[config.mk]
export PLATFORM = sky130hd
export DESIGN_NAME = cpu_bus_responder_flat
export DESIGN_NICKNAME = d
export VERILOG_FILES = /design/src/rtl/cpu_bus_responder_if.sv /design/src/rtl/cpu_bus_responder.sv /design/src/flat_wrapper.sv
export SDC_FILE = /design/constraint.sdc
export NUM_CORES = 1
export LEC_CHECK = 0
export BUFFER_PORTS_ARGS = -buffer_cell sky130_fd_sc_hd__buf_4
export CORE_ASPECT_RATIO = 2
export CORE_MARGIN = 2
export CORE_UTILIZATION = 50
export CTS_BUF_LIST = sky130_fd_sc_hd__clkbuf_4
export DETAILED_ROUTE_END_ITERATION = 8
export GPL_TIMING_DRIVEN = 0
export PLACE_DENSITY = 0.77
export SETUP_SLACK_MARGIN = 0.1
export SYNTH_ARGS = -nofsm -noshare
export SYNTH_HDL_FRONTEND = slang
export SYNTH_SLANG_ARGS = --single-unit
[constraint.sdc]
create_clock -name clk -period 3.05 [get_ports clk]
set_input_delay 0.61 -clock clk [delete_from_list [all_inputs] [get_ports clk]]
set_output_delay 0.61 -clock clk [all_outputs]
set_load 0.02 [all_outputs]
[src/rtl/cpu_bus_responder_if.sv]
// cpu_bus_responder_if: 4-bit CPU memory bus (master = CPU, slave = responder)
interface cpu_bus_responder_if;
    logic [11:0] bus_addr;
    logic        bus_data_rw;
    logic [3:0]  bus_data_out;
    logic [3:0]  bus_data_in;
    modport master (output bus_addr, bus_data_rw, bus_data_out, input bus_data_in);
    modport slave  (input bus_addr, bus_data_rw, bus_data_out, output bus_data_in);
endinterface

[src/rtl/cpu_bus_responder.sv]
// cpu_bus_responder: nibble RAM plus GPIO/timer/TX FIFO/RX MMIO window on the CPU bus
module cpu_bus_responder #(
    parameter int RAM_DEPTH      = 64,
    parameter int TX_DEPTH       = 4,
    parameter int TIMER_PRESCALE = 16
) (
    input  logic                clk,
    input  logic                rst_n,
    cpu_bus_responder_if.slave  bus,
    input  logic [3:0]          gpio_in,
    output logic [3:0]          gpio_out,
    output logic [3:0]          tx_data,
    output logic                tx_valid,
    input  logic                tx_ready,
    input  logic [3:0]          rx_data,
    input  logic                rx_valid,
    output logic                rx_ready
);
    localparam int RAW  = $clog2(RAM_DEPTH);
    localparam int TAW  = $clog2(TX_DEPTH);
    localparam int PTRW = TAW + 1;
    localparam int PW   = TIMER_PRESCALE > 1 ? $clog2(TIMER_PRESCALE) : 1;
    localparam logic [11:0] A_GPO = 12'hFF0;
    localparam logic [11:0] A_GPI = 12'hFF1;
    localparam logic [11:0] A_TLO = 12'hFF2;
    localparam logic [11:0] A_THI = 12'hFF3;
    localparam logic [11:0] A_TXD = 12'hFF4;
    localparam logic [11:0] A_STS = 12'hFF5;
    localparam logic [11:0] A_RXD = 12'hFF6;

    logic [3:0]      ram_q [RAM_DEPTH];
    logic [3:0]      tx_mem_q [TX_DEPTH];
    logic [11:0]     prev_addr_q, prev_addr_d, pend_addr_q, pend_addr_d;
    logic            prev_rw_q, prev_rw_d, pend_v_q, pend_v_d;
    logic [3:0]      pend_data_q, pend_data_d;
    logic [3:0]      sync1_q, sync1_d, sync2_q, sync2_d;
    logic [PW-1:0]   presc_q, presc_d;
    logic [7:0]      timer_q, timer_d;
    logic [3:0]      thi_q, thi_d, gpo_q, gpo_d, rx_hold_q, rx_hold_d;
    logic            ovf_q, ovf_d, drop_q, drop_d, rx_full_q, rx_full_d;
    logic [PTRW-1:0] wptr_q, wptr_d, rptr_q, rptr_d;
    logic            is_ram, rd_ev, commit, tick, sts_wr;
    logic            tx_empty, tx_full, tx_pop, tx_push, tx_push_ok, rx_xfer, rx_pop;
    logic [3:0]      rd_data;

    // Event decode and next-state for every control/status register
    always_comb begin
        is_ram      = bus.bus_addr < 12'(RAM_DEPTH);
        rd_ev       = !bus.bus_data_rw && (prev_rw_q || bus.bus_addr != prev_addr_q);
        commit      = !bus.bus_data_rw && pend_v_q;
        sts_wr      = commit && pend_addr_q == A_STS;
        tick        = presc_q == PW'(TIMER_PRESCALE - 1);
        tx_empty    = wptr_q == rptr_q;
        tx_full     = (wptr_q - rptr_q) == PTRW'(TX_DEPTH);
        tx_pop      = !tx_empty && tx_ready;
        tx_push     = commit && pend_addr_q == A_TXD;
        tx_push_ok  = tx_push && (!tx_full || tx_pop);
        rx_xfer     = rx_valid && !rx_full_q;
        rx_pop      = rd_ev && bus.bus_addr == A_RXD;
        prev_addr_d = bus.bus_addr;
        prev_rw_d   = bus.bus_data_rw;
        pend_v_d    = bus.bus_data_rw;
        pend_addr_d = bus.bus_data_rw ? bus.bus_addr : pend_addr_q;
        pend_data_d = bus.bus_data_rw ? bus.bus_data_out : pend_data_q;
        sync1_d     = gpio_in;
        sync2_d     = sync1_q;
        presc_d     = tick ? '0 : presc_q + PW'(1);
        timer_d     = timer_q + 8'(tick);
        thi_d       = (rd_ev && bus.bus_addr == A_TLO) ? timer_q[7:4] : thi_q;
        gpo_d       = (commit && pend_addr_q == A_GPO) ? pend_data_q : gpo_q;
        drop_d      = (tx_push && tx_full && !tx_pop) || (drop_q && !(sts_wr && pend_data_q[0]));
        ovf_d       = (tick && timer_q == 8'hFF) || (ovf_q && !(sts_wr && pend_data_q[3]));
        wptr_d      = wptr_q + PTRW'(tx_push_ok);
        rptr_d      = rptr_q + PTRW'(tx_pop);
        rx_full_d   = rx_xfer || (rx_full_q && !rx_pop);
        rx_hold_d   = rx_xfer ? rx_data : rx_hold_q;
    end

    // Zero-latency read mux; unmapped addresses return 0
    always_comb begin
        case (bus.bus_addr)
            A_GPO:   rd_data = gpo_q;
            A_GPI:   rd_data = sync2_q;
            A_TLO:   rd_data = timer_q[3:0];
            A_THI:   rd_data = thi_q;
            A_STS:   rd_data = {ovf_q, rx_full_q, tx_empty, drop_q};
            A_RXD:   rd_data = rx_hold_q;
            default: rd_data = is_ram ? ram_q[bus.bus_addr[RAW-1:0]] : 4'h0;
        endcase
    end

    assign bus.bus_data_in = rd_data;
    assign gpio_out        = gpo_q;
    assign tx_data         = tx_mem_q[rptr_q[TAW-1:0]];
    assign tx_valid        = !tx_empty;
    assign rx_ready        = !rx_full_q;

    // RAM writes are level-sensitive and the array is never reset
    always_ff @(posedge clk) begin
        if (bus.bus_data_rw && is_ram) ram_q[bus.bus_addr[RAW-1:0]] <= bus.bus_data_out;
    end

    // TX FIFO storage is written only when a push is accepted
    always_ff @(posedge clk) begin
        if (tx_push_ok) tx_mem_q[wptr_q[TAW-1:0]] <= pend_data_q;
    end

    // Control/status register bank; prev_rw resets high so the first read after reset is an event
    always_ff @(posedge clk or negedge rst_n) begin
        if (!rst_n) begin
            prev_addr_q <= '0;
            prev_rw_q   <= 1'b1;
            pend_v_q    <= 1'b0;
            pend_addr_q <= '0;
            pend_data_q <= '0;
            sync1_q     <= '0;
            sync2_q     <= '0;
            presc_q     <= '0;
            timer_q     <= '0;
            thi_q       <= '0;
            gpo_q       <= '0;
            drop_q      <= 1'b0;
            ovf_q       <= 1'b0;
            wptr_q      <= '0;
            rptr_q      <= '0;
            rx_full_q   <= 1'b0;
            rx_hold_q   <= '0;
        end else begin
            prev_addr_q <= prev_addr_d;
            prev_rw_q   <= prev_rw_d;
            pend_v_q    <= pend_v_d;
            pend_addr_q <= pend_addr_d;
            pend_data_q <= pend_data_d;
            sync1_q     <= sync1_d;
            sync2_q     <= sync2_d;
            presc_q     <= presc_d;
            timer_q     <= timer_d;
            thi_q       <= thi_d;
            gpo_q       <= gpo_d;
            drop_q      <= drop_d;
            ovf_q       <= ovf_d;
            wptr_q      <= wptr_d;
            rptr_q      <= rptr_d;
            rx_full_q   <= rx_full_d;
            rx_hold_q   <= rx_hold_d;
        end
    end
endmodule

[src/flat_wrapper.sv]
// flat-port wrapper written by rule: the top's interface ports become plain ports
module cpu_bus_responder_flat 
#(
    parameter int RAM_DEPTH      = 64,
    parameter int TX_DEPTH       = 4,
    parameter int TIMER_PRESCALE = 16
)
  (clk, rst_n, gpio_in, gpio_out, tx_data, tx_valid, tx_ready, rx_data, rx_valid, rx_ready, bus_bus_addr, bus_bus_data_rw, bus_bus_data_out, bus_bus_data_in);
  cpu_bus_responder_if bus_i ();
  input  logic clk;
  input  logic rst_n;
  input  logic [3:0] gpio_in;
  output logic [3:0] gpio_out;
  output logic [3:0] tx_data;
  output logic tx_valid;
  input  logic tx_ready;
  input  logic [3:0] rx_data;
  input  logic rx_valid;
  output logic rx_ready;
  input wire logic [$bits(bus_i.bus_addr)-1:0] bus_bus_addr;
  input wire logic [$bits(bus_i.bus_data_rw)-1:0] bus_bus_data_rw;
  input wire logic [$bits(bus_i.bus_data_out)-1:0] bus_bus_data_out;
  output wire logic [$bits(bus_i.bus_data_in)-1:0] bus_bus_data_in;
  assign bus_i.bus_addr = bus_bus_addr;
  assign bus_i.bus_data_rw = bus_bus_data_rw;
  assign bus_i.bus_data_out = bus_bus_data_out;
  assign bus_bus_data_in = bus_i.bus_data_in;
  cpu_bus_responder #(.RAM_DEPTH(RAM_DEPTH), .TX_DEPTH(TX_DEPTH), .TIMER_PRESCALE(TIMER_PRESCALE)) u_core (.clk(clk), .rst_n(rst_n), .bus(bus_i), .gpio_in(gpio_in), .gpio_out(gpio_out), .tx_data(tx_data), .tx_valid(tx_valid), .tx_ready(tx_ready), .rx_data(rx_data), .rx_valid(rx_valid), .rx_ready(rx_ready));
endmodule
==> Yosys cells after proc, flatten, opt, wreduce, memory -nomap -nowiden <==
Memories as Yosys holds them, arrays and structs flattened.
Cells that the tools add are included.
{ "totals": {"n_memories": 2, "reg_bits": 71, "ramBits": 272} }
{ "memory_table": {"columns": ["memory", "depth", "word_bits", "rd", "rd_clocked_by_memory_dff", "wr", "line_no", "rtl"], "rows": [
  ["u_core.ram_q", 64, 4, 1, 0, 1, "cpu_bus_responder.sv:31", "logic [3:0] ram_q [RAM_DEPTH];"],
  ["u_core.tx_mem_q", 4, 4, 1, 0, 1, "cpu_bus_responder.sv:32", "logic [3:0] tx_mem_q [TX_DEPTH];"]
]} }
{ "op_classes": {"n_reduce_logical": 32, "muxes": 7, "n_eq_ne": 14, "n_addsub": 5, "n_lt_le_gt_ge": 1} }
{ "ops": {"columns": ["cell", "count"], "rows": [
  ["== test 12 bit (second input constant)", 9],
  ["one-hot mux 4 bit (6 select lines)", 1],
  ["logical AND 1 bit", 19],
  ["less-than comparator 12 x 7 -> 1 bit (second input constant)", 1],
  ["inequality test 12 bit", 1],
  ["adder 8 x 1 -> 8 bit", 1],
  ["== test 8 bit (second input constant)", 1],
  ["logical NOT 1 bit", 8],
  ["2-to-1 mux 4 bit", 2],
  ["adder 3 x 1 -> 3 bit", 2],
  ["logical OR 1 bit", 5],
  ["adder 4 x 1 -> 4 bit (second input constant)", 1],
  ["== test 4 bit (second input constant)", 1],
  ["2-to-1 mux 1 bit", 4],
  ["== test 3 bit", 1],
  ["== test 3 bit (second input constant)", 1],
  ["subtractor 3 bit", 1]
]} }

==> Longest topological paths before layout <==
Gate-level depths: netlist of run 1.
{ "depth": {"depth_word": 7, "mapped_depth": 11, "depth_no_buf": 11} }

==> Worst setup path after synthesis of run 1 <==
No wires, ideal clock.
{ "synth_path": {"path_type": "input port to output port", "from": "input port bus_bus_addr[0]", "to": "output port bus_bus_data_in[2]", "path_slack_ps": 224, "arrival_time_ps": 2216, "cell_stages": 9, "path_cell_list": "buf_6 -> or2_2 -> clkbuf_1 -> buf_2 -> o22ai_1 -> a22oi_1 -> nand4_1 -> nor4b_1 -> o21ai_0"} }
{ "synth_via": {"elab_chain_cells": 3, "word_cells_on_any_way": 10, "cone_classes": "order compare (1); eq/ne (6); mux (2); memory (1)"} }
{ "synth_rtl": {"columns": ["item", "line_no", "rtl"], "rows": [
  ["start: declaration", "flat_wrapper.sv:20", "input wire logic [$bits(bus_i.bus_addr)-1:0] bus_bus_addr;"],
  ["memory read (64 x 4 bit) / less-than comparator 12 x 7 -> 1 bit (equally long branches)", null, null],
  ["2-to-1 mux 4 bit", "cpu_bus_responder.sv:88", "default: rd_data = is_ram ? ram_q[bus.bus_addr[RAW-1:0]] : 4'h0;"],
  ["one-hot mux 4 bit (6 select lines) (*)", "cpu_bus_responder.sv:81", "case (bus.bus_addr)"],
  ["end: declaration", "flat_wrapper.sv:23", "output wire logic [$bits(bus_i.bus_data_in)-1:0] bus_bus_data_in;"]
]} }
Every way passes the cells marked *; elsewhere a longest branch is shown, timed or not.

==> Worst setup path after layout of run 1 <==
Ends and elaborated chain as after synthesis.

==> flow_summary_export.csv, run 1 <==
group,metric,value,unit
cts,cts_made_buffers,69,
worst_setup_path,crit_top_cell,"buf_4",
timing,slew_headroom,0.417,
worst_setup_path,crit_type,"in -> out",
finish,utilization,0.605,
worst_setup_path,end_kind,"primary output",
yosys,synth_top_area_frac,0.594,
yosys,ys.flop_type,"edfxtp_1",
detailed_routing,routedWlPerCell,27.9,um
yosys,seq_area_frac_synth,0.723,
timing,finalCritPeriodShare,1.09,
floorplan,die_y,239,um
worst_setup_path,required,2440,ps
worst_setup_path,arrival,2730,ps
timing,finalHoldViolCount,0,
detailed_routing,vias_per_cell,6.43,
cts,clock_sinks,343,
power_and_ir_drop,ir_worst_vdd,0.000251,V
timing,hold_slack,44.2,ps
placement,dp.cells,1273,
floorplan,die_w,121,um
finish,final_area,0.0163,sq mm
cts,clk_latency,730,ps
worst_setup_path,critPathMaxStageDelay,330,ps
detailed_routing,drt_first_pass_iters,9,
yosys,netlist_area,0.0137,sq mm
global_route,grt_pass1_wl,55200,um
yosys,synth_nets,921,
floorplan,core_area,0.0270,sq mm
yosys,synth_most_common_cell,"edfxtp_1",
detailed_routing,via_count,9054,
flow_run,maxCapViolCount,0,
global_route,grt-busiest-layer,"met2",
yosys,synth.avg_cell_area,15.6,sq um
worst_setup_path,start_kind,"input pin",
power_and_ir_drop,p_per_area,592,mW/mm^2
floorplan,die_area,0.0289,sq mm
finish,drive_above_1_share,0.278,
power_and_ir_drop,p_leak,5.83,nW
worst_setup_path,cp_slowest_cell,"nand4_1",
placement,dpl_worst_slack,-787,ps
yosys,synthTopCellsByCount,"272 x edfxtp_1, 88 x nor2_1, 70 x dfrtp_1, 61 x mux2i_1, 34 x o22ai_1",
placement,port_buffers,42,
global_route,grt_max_degree,72,
yosys,yosysTopAreaCell,"edfxtp_1",
cts,cts_buffer_depth,3,
timing,rsz0062_at_grt,"yes",
worst_setup_path,crit_fanout,10,
placement,gp_congestion,0.977,
detailed_routing,final_antenna_net_count,0,
yosys,synth_area_leaders,"edfxtp_1 59%, dfrtp_1 13%, mux2i_1 4.4%",
power_and_ir_drop,p_total,9.68,mW
placement,place_area,0.0145,sq mm
timing,tightest_slew,875,ps
yosys,synth-edff-count,272,
floorplan,num_rows,85,
finish,final_cells,1408,
yosys,syn_inst,883,
cts,htree_levels,3,
cts,cts_tree,"built",
finish,final_nets,1050,
timing,fin_tns_setup,-835,ps
detailed_routing,drc,2,
timing,setup-violations-final,4,
global_route,track_usage,0.268,
cts,cts_root_buf,"clkbuf_4",
detailed_routing,drt_wl_total,39300,um
floorplan,start_util,0.509,
detailed_routing,drtIter0Drc,1039,
yosys,ys_ff_latch,343,
global_route,grt_antenna_before_repair,1,
outcome,status,"finished, violations left",
placement,dp_hpwl,25700,um
timing,fmax,0.300,GHz
cts,clkTransAtPathRegs,80,ps
worst_hold_path,hold_class,"in -> reg",
global_route,met1_usage,0.242,
finish,syn_to_final_growth,18.8,%
yosys,yosysUniqueCellTypes,62,
outcome,violations,"DRC, setup timing",
yosys,yosysWarnings,0,
global_route,grt_pass1_vias,9349,
timing,drv_slew,0,
global_route,grt_overflow_total,0,
floorplan,ios,43,
global_route,met2_usage,0.481,
timing,finClkSkew,28.8,ps
yosys,ys_async_sr_fraction,0.207,
worst_setup_path,crit_chain,"buf_4, buf_12, or2_4, buf_8, o22ai_2, a22oi_2, nand4_1, nor4b_4, o21ai_1, buf_4",
global_route,use_met3,0.0630,
timing,fin_crit,3340,ps
timing,setup_slack,-289,ps
==> repair_timing <==
item	4_1_cts	5_1_grt
cloned	1	1
resized for setup	112	82
hold endpoints to repair	17	0
hold buffers	8	0
endpoints found under the setup margin	4	39
pin swaps	8	23
buffers inserted	2	6
==> cell usage in the layout, fill, tap and decap left out, drive strengths merged, types with 3 or more instances in the layout <==
cell and n:
mux2 27, or3 7, clkbuf 100, o221ai 4, a221o 10, nor3b 3
xnor2 6, bufinv 6, and2 4, o22ai 34, o21ai 22, a21oi 12
nor4 3, nand2 31, buf 86, clkinv 23, a32o 3, nor2 89
nand4 8, xor2 16, ha 9, inv 9, nor3 10, and3 6
a221oi 31, or2 3, nand3 12, dfrtp 70, o211ai 5, dlygate4sd3 8
a22oi 26, nor2b 5, edfxtp 272, mux4 8, mux2i 61
==> cell families (layout without fill, tap and decap cells) <==
logic type                 Yosys count  after routing  share of synthesized area
DFF                                343            343                      0.723
and+or+nand+nor                    189            189                     0.0647
adders and majority gates            9              9                    0.00819
AOI/OAI and AO/OA                  168            168                     0.0897
other                                0              1                          0
xor gates and xnor gates            22             22                     0.0140
muxes                               96             96                     0.0813
buffers and inverters               56            232                     0.0187
==> critical path: cells and delay by family <==
kind	cells	cell delay, ps
AO/OA/AOI/OAI	3	540
buffers and inverters	4	680
AND/OR/NAND/NOR	3	890
==> path summary, 6_finish.rpt <==
kind	from	endpoint	slack, ps	cells past startpoint
worst min register to register	u_core.sync1_q[3]$_DFF_PN0_	u_core.sync2_q[3]$_DFF_PN0_	360	0
max in group asynchronous	rst_n	u_core.presc_q[2]$_DFF_PN0_	1910	2
worst max register to register	u_core.pend_addr_q[1]$_DFFE_PN0P_	u_core.tx_mem_q[0][3]$_DFFE_PP_	350	6
min in group asynchronous	rst_n	u_core.pend_addr_q[3]$_DFFE_PN0P_	530	2
worst min-delay path	bus_bus_addr[10]	u_core.prev_addr_q[10]$_DFF_PN0_	40	1
worst max-delay path	bus_bus_addr[0]	bus_bus_data_in[2]	-290	10
==> state kept, by name, indices dropped and copies added, names as in the netlist <==
register / flops
u_core.prev_rw_q: 1
u_core.ovf_q: 1
u_core.prev_addr_q: 12
u_core.drop_q: 1
u_core.timer_q: 8
u_core.rx_full_q: 1
u_core.sync1_q: 4
u_core.pend_addr_q: 12
u_core.sync2_q: 4
u_core.rptr_q: 3
u_core.wptr_q: 3
u_core.tx_mem_q: 16
u_core.gpio_out: 4
u_core.ram_q: 256
u_core.pend_v_q: 1
u_core.thi_q: 4
u_core.presc_q: 4
u_core.rx_hold_q: 4
u_core.pend_data_q: 4
==> layer usage <==
layer | vias up | part of all wire
met5 | - | 0
met2 | 671 | 0.52
met3 | 269 | 0.096
li1 | 3763 | -
met1 | 4351 | 0.28
met4 | 0 | 0.11
==> layout make-up <==
type / instances / area (sq um)
Antenna cell: 1 / 2.50
Buffer: 46 / 562
Clock buffer: 88 / 661
Clock inverter: 30 / 273
Fill cell: 1927 / 10700
Inverter: 8 / 32.5
Multi-Input combinational cell: 484 / 3910
Sequential cell: 343 / 9950
Tap cell: 348 / 435
Timing Repair Buffer: 60 / 514
==> report_power, final <==
part	switching (mW)	total (mW)	internal (mW)
combinational	0.540	0.922	0.382
sequential	0.0809	5.20	5.12
clock	1.69	3.56	1.87
Note: power is estimated with default switching activity, not from simulation.
==> run 2, diff against run 1 <==
--- a/config.mk
+++ b/config.mk
@@ -5,6 +5,7 @@
 export SDC_FILE = /design/constraint.sdc
 export NUM_CORES = 1
 export LEC_CHECK = 0
+export ABC_AREA = 1
 export BUFFER_PORTS_ARGS = -buffer_cell sky130_fd_sc_hd__buf_4
 export CORE_ASPECT_RATIO = 2
 export CORE_MARGIN = 2
@@ -12,7 +13,7 @@
 export CTS_BUF_LIST = sky130_fd_sc_hd__clkbuf_4
 export DETAILED_ROUTE_END_ITERATION = 8
 export GPL_TIMING_DRIVEN = 0
-export PLACE_DENSITY = 0.77
+export PLACE_DENSITY = 0.73
 export SETUP_SLACK_MARGIN = 0.1
 export SYNTH_ARGS = -nofsm -noshare
 export SYNTH_HDL_FRONTEND = slang
==> flow_summary_export.csv, run 2 <==
group,metric,value,unit
finish,largest_reg_flops,256,
worst_setup_path,required,2440,ps
worst_setup_path,reg2reg_depth,11,
worst_setup_path,startpoint,"bus_bus_addr[0]",
timing,hold_slack,57.5,ps
yosys,synth_nets,1549,
cts,clk_latency,730,ps
worst_setup_path,reg2reg_setup_slack,650,ps
finish,final_cell_mix,"408 x nand2_1, 272 x edfxtp_1, 270 x inv_1",
finish,utilization,0.584,
timing,rsz0062_at_grt,"yes",
detailed_routing,drt_first_pass_iters,6,
yosys,yosysUniqueCellTypes,33,
floorplan,ios,43,
yosys,ys_async_sr_fraction,0.207,
finish,final_nets,1679,
global_route,grt_pass1_vias,11400,
yosys,syn_inst,1511,
detailed_routing,drtIter0Drc,1034,
finish,drive_above_1_share,0.161,
cts,cts_buffer_depth,3,
timing,slew_headroom,0.395,
timing,finalHoldViolCount,0,
timing,fin_crit,2890,ps
yosys,synth-edff-count,272,
worst_setup_path,critical_path.endpoint,"bus_bus_data_in[0]",
worst_setup_path,crit_fanout,10,
worst_setup_path,crit-reg2reg-launch,"u_core.wptr_q[0]$_DFF_PN0_",
placement,gp_congestion,0.982,
cts,cts_root_buf,"clkbuf_4",
worst_hold_path,hold_class,"in -> reg",
worst_setup_path,crit_type,"in -> out",
finish,final_common_cell,"nand2_1",
finish,final_cells,2052,
floorplan,die_area,0.0316,sq mm
floorplan,die_y,249,um
placement,dp_hpwl,29500,um
yosys,synth_most_common_cell,"nand2_1",
yosys,yosysWarnings,0,
finish,fillCellCount,2470,
timing,fin_tns_setup,0,ps
placement,dpl_worst_slack,-452,ps
flow_run,maxCapViolCount,0,
timing,finClkSkew,25.8,ps
finish,syn_to_final_growth,14.8,%
timing,setup_slack,165,ps
global_route,track_usage,0.268,
cts,clock_sinks,343,
yosys,synth_top_area_frac,0.542,
global_route,grt_max_degree,72,
detailed_routing,drc,0,
yosys,yosysTopAreaCell,"edfxtp_1",
power_and_ir_drop,ir_worst_vdd,0.000291,V
placement,dp.cells,1917,
detailed_routing,drt_wl_total,41900,um
power_and_ir_drop,p_total,9.74,mW
timing,fmax,0.347,GHz
global_route,grt_overflow_total,0,
yosys,synth_area_leaders,"edfxtp_1 54%, dfrtp_1 12%, nand2_1 10%",
global_route,grt_antenna_before_repair,1,
outcome,status,"complete, no violations",
yosys,netlist_area,0.0151,sq mm
cts,htree_levels,3,
worst_setup_path,reg2reg_to,"u_core.wptr_q[2]$_DFF_PN0_",
floorplan,core_area,0.0296,sq mm
power_and_ir_drop,p_leak,7.69,nW
detailed_routing,routedWlPerCell,20.4,um
worst_setup_path,arrival,2280,ps
yosys,synthTopCellsByCount,"418 x nand2_1, 272 x edfxtp_1, 272 x inv_1, 142 x nand3_1, 107 x nor2_1",
power_and_ir_drop,p_per_area,564,mW/mm^2
placement,place_area,0.0158,sq mm
cts,clkTransAtPathRegs,70,ps
timing,tightest_slew,907,ps
floorplan,start_util,0.509,
worst_setup_path,end_kind,"primary output",
cts,cts_tree,"built",
worst_setup_path,start_kind,"input pin",
timing,drv_slew,0,
cts,cts_made_buffers,74,
detailed_routing,vias_per_cell,5.41,
global_route,grt_pass1_wl,62000,um
yosys,ys.flop_type,"edfxtp_1",
placement,port_buffers,42,
yosys,seq_area_frac_synth,0.660,
floorplan,die_w,127,um
yosys,synth.avg_cell_area,9.97,sq um
finish,final_area,0.0173,sq mm
timing,setup-violations-final,0,
yosys,ys_ff_latch,343,
floorplan,num_rows,89,
detailed_routing,final_antenna_net_count,0,
timing,finalCritPeriodShare,0.946,
detailed_routing,via_count,11100,
run 2: worst min-delay path by stage:
stage	startpoint	slack, ps	to	cells past startpoint
floorplan	rst_n	310	u_core.drop_q$_DFF_PN0_	0
global placement	u_core.sync1_q[3]$_DFF_PN0_	340	u_core.sync2_q[3]$_DFF_PN0_	0
detailed placement	u_core.sync1_q[0]$_DFF_PN0_	340	u_core.sync2_q[0]$_DFF_PN0_	0
CTS	bus_bus_addr[9]	30	u_core.prev_addr_q[9]$_DFF_PN0_	1
global route	bus_bus_addr[8]	40	u_core.prev_addr_q[8]$_DFF_PN0_	1
finish	bus_bus_addr[9]	60	u_core.prev_addr_q[9]$_DFF_PN0_	1
run 2: kinds of logic (layout without fill, tap and decap cells):
family | Yosys count | after routing | share of synthesized area
simple gates | 738 | 738 | 0.208
flops | 343 | 343 | 0.660
buf+inv | 326 | 502 | 0.0860
compound gates | 76 | 76 | 0.0264
xor+xnor | 15 | 15 | 0.00872
fa+ha+maj | 9 | 9 | 0.00748
mux | 4 | 4 | 0.00299
other cells | 0 | 1 | 0
run 2: layout make-up:
cell class / instances / area [sq um] / area share
antenna: 1 / 2.50 / 0.000145
sequential: 343 / 9950 / 0.575
multi-input combinational: 842 / 4020 / 0.232
buffer: 48 / 445 / 0.0258
inverter: 278 / 1050 / 0.0605
clock buffer: 102 / 766 / 0.0443
tap: 364 / 455 / 0.0263
timing repair buffer: 54 / 450 / 0.0261
clock inverter: 20 / 158 / 0.00912
run 2: worst max-delay path, stage by stage:
cell and delay, ps:
buf_4 150, inv_4 100, clkbuf_16 150, buf_6 170
nand2_1 80, nand3_1 70, nand2_1 90, o21ai_0 250
nand2_1 130, nor2_2 120, nand2_1 70, nand2_1 70
nand2_1 50, buf_4 150
run 2: timing repair:
item / 4_1_cts / 5_1_grt
pin swaps: 1 / 22
gates resized for setup: 48 / 92
endpoints found under the hold margin: 9 / 0
hold buffers: 8 / 0
cloned: 0 / 1
buffers inserted: 2 / 1
endpoints found under the setup margin: 4 / 4
run 2: metal layers:
| layer | wire, um | part of all wire | track usage |
|---|---|---|---|
| met1 | 12400 | 0.30 | 0.240 |
| met2 | 22900 | 0.55 | 0.497 |
| met3 | 2820 | 0.067 | 0.0506 |
| met4 | 3690 | 0.088 | 0.236 |
| met5 | 0 | 0 | 0 |
run 2: report_power, final:
group          internal (mW)  total [mW]  switching, mW
clock                   1.80        3.52           1.72
combinational          0.344        1.03          0.690
sequential              5.13        5.19         0.0599
total                   7.27        9.74           2.47
==> run 3, diff against run 2 <==
--- a/config.mk
+++ b/config.mk
@@ -5,12 +5,13 @@
 export SDC_FILE = /design/constraint.sdc
 export NUM_CORES = 1
 export LEC_CHECK = 0
-export ABC_AREA = 1
+export ABC_AREA = 0
 export BUFFER_PORTS_ARGS = -buffer_cell sky130_fd_sc_hd__buf_4
 export CORE_ASPECT_RATIO = 2
 export CORE_MARGIN = 2
 export CORE_UTILIZATION = 50
 export CTS_BUF_LIST = sky130_fd_sc_hd__clkbuf_4
+export CTS_CLUSTER_SIZE = 28
 export DETAILED_ROUTE_END_ITERATION = 8
 export GPL_TIMING_DRIVEN = 0
 export PLACE_DENSITY = 0.73
==> flow_summary_export.csv, run 3 (synthesis results as in run 1) <==
group,metric,value,unit
global_route,use_met3,0.0587,
placement,dp.cells,1273,
timing,hold_slack,5.07,ps
finish,utilization,0.603,
worst_setup_path,start_kind,"input pin",
cts,clock_sinks,343,
finish,final_common_cell,"edfxtp_1",
worst_setup_path,crit_type,"in -> out",
detailed_routing,drc,0,
outcome,status,"finished, violations left",
placement,place_area,0.0145,sq mm
floorplan,die_y,239,um
global_route,grt-busiest-layer,"met2",
power_and_ir_drop,p_per_area,596,mW/mm^2
detailed_routing,drt_wl_total,38500,um
power_and_ir_drop,ir_worst_vdd,0.000256,V
global_route,track_usage,0.267,
global_route,grt_max_degree,72,
floorplan,start_util,0.509,
worst_hold_path,hold_class,"in -> async",
global_route,grt_antenna_before_repair,1,
finish,final_cells,1438,
floorplan,die_w,121,um
finish,drive_above_1_share,0.281,
floorplan,core_area,0.0270,sq mm
placement,port_buffers,42,
finish,final_nets,1066,
worst_setup_path,reg2reg_setup_slack,500,ps
flow_run,maxCapViolCount,0,
worst_setup_path,arrival,2740,ps
floorplan,num_rows,85,
placement,dp_hpwl,26300,um
timing,setup_slack,-303,ps
worst_setup_path,required,2440,ps
cts,htree_levels,3,
floorplan,ios,43,
placement,dpl_worst_slack,-800,ps
timing,setup-violations-final,4,
detailed_routing,drt_first_pass_iters,5,
global_route,grt_pass1_wl,54900,um
cts,cts_buffer_depth,3,
timing,fin_tns_setup,-881,ps
timing,drv_slew,0,
timing,fmax,0.298,GHz
cts,cts_root_buf,"clkbuf_4",
detailed_routing,via_count,8877,
cts,clk_latency,730,ps
finish,fillCellCount,2047,
global_route,grt_overflow_total,0,
timing,finalCritPeriodShare,1.10,
worst_setup_path,crit_fanout,10,
timing,finalHoldViolCount,0,
cts,cts_made_buffers,75,
power_and_ir_drop,p_total,9.71,mW
power_and_ir_drop,p_leak,5.89,nW
placement,gp_congestion,0.991,
floorplan,die_area,0.0289,sq mm
outcome,violations,"setup timing",
cts,clkTransAtPathRegs,80,ps
finish,final_cell_mix,"272 x edfxtp_1, 116 x clkbuf_4, 86 x nor2_1",
timing,rsz0062_at_grt,"yes",
detailed_routing,routedWlPerCell,26.8,um
finish,largest_reg_flops,256,
cts,cts_tree,"built",
timing,fin_crit,3350,ps
global_route,met1_usage,0.242,
timing,tightest_slew,898,ps
finish,final_area,0.0163,sq mm
detailed_routing,drtIter0Drc,765,
global_route,met2_usage,0.492,
timing,slew_headroom,0.401,
timing,finClkSkew,24.2,ps
detailed_routing,vias_per_cell,6.17,
worst_setup_path,end_kind,"primary output",
detailed_routing,final_antenna_net_count,0,
finish,syn_to_final_growth,18.5,%
global_route,grt_pass1_vias,9175,
-- run 3: cell count changes in the layout (fill, tap and decap cells not counted), moves of 24 or more --
| cell | change |
|---|---|
| inv_1 | -263 |
| mux2i_1 | +58 |
| nand2_1 | -378 |
| nand3_1 | -125 |
| o21ai_0 | -28 |
| o22ai_1 | +24 |
-- run 3: power by group --
| part | total, mW | switching [mW] | internal (mW) |
|---|---|---|---|
| Clock | 3.62 | 1.78 | 1.84 |
| Sequential | 5.20 | 0.0788 | 5.12 |
| Combinational | 0.898 | 0.522 | 0.376 |
-- run 3: timing repair --
item                                    4_1_cts  5_1_grt
pin swaps                                     7       14
buffers inserted                              0       19
resized for setup                            77       88
hold endpoints to repair                      7        1
hold buffers                                  8        1
endpoints found under the setup margin        4        5
cloned                                        0        1
-- run 3: critical path, cell delays in order --
cell and delay, ps:
buf_4 100, buf_12 150, buf_12 170, mux2i_1 190, o22ai_1 140, a22oi_1 230
nand4_1 380, nor4b_2 440, o21ai_1 120, buf_4 190
-- run 3: worst paths after layout --
check	startpoint	endpoint	cells after the start
min	rst_n	u_core.pend_addr_q[5]$_DFFE_PN0P_	1
min in group clk	bus_bus_addr[11]	u_core.prev_addr_q[11]$_DFF_PN0_	1
max in group asynchronous	rst_n	u_core.sync1_q[2]$_DFF_PN0_	1
max	bus_bus_addr[2]	bus_bus_data_in[3]	10
min reg2reg	u_core.sync1_q[2]$_DFF_PN0_	u_core.sync2_q[2]$_DFF_PN0_	0
max reg2reg	u_core.pend_addr_q[1]$_DFFE_PN0P_	u_core.tx_mem_q[1][1]$_DFFE_PP_	6
-- run 3: layout make-up --
| class | instances | area (sq um) | share of cell area |
|---|---|---|---|
| antenna | 1 | 2.50 | 0.000154 |
| clock buffer | 110 | 826 | 0.0507 |
| sequential | 343 | 9950 | 0.610 |
| timing repair buffer | 71 | 604 | 0.0371 |
| buffer | 45 | 474 | 0.0291 |
| tap | 348 | 435 | 0.0267 |
| clock inverter | 28 | 168 | 0.0103 |
| inverter | 8 | 35.0 | 0.00215 |
| multi-input combinational | 484 | 3810 | 0.234 |
-- run 3: metal layers --
layer,vias up,routed length (um)
met5,-,0
met2,515,20700
met3,188,2750
met1,4363,11300
met4,0,3700
li1,3811,-
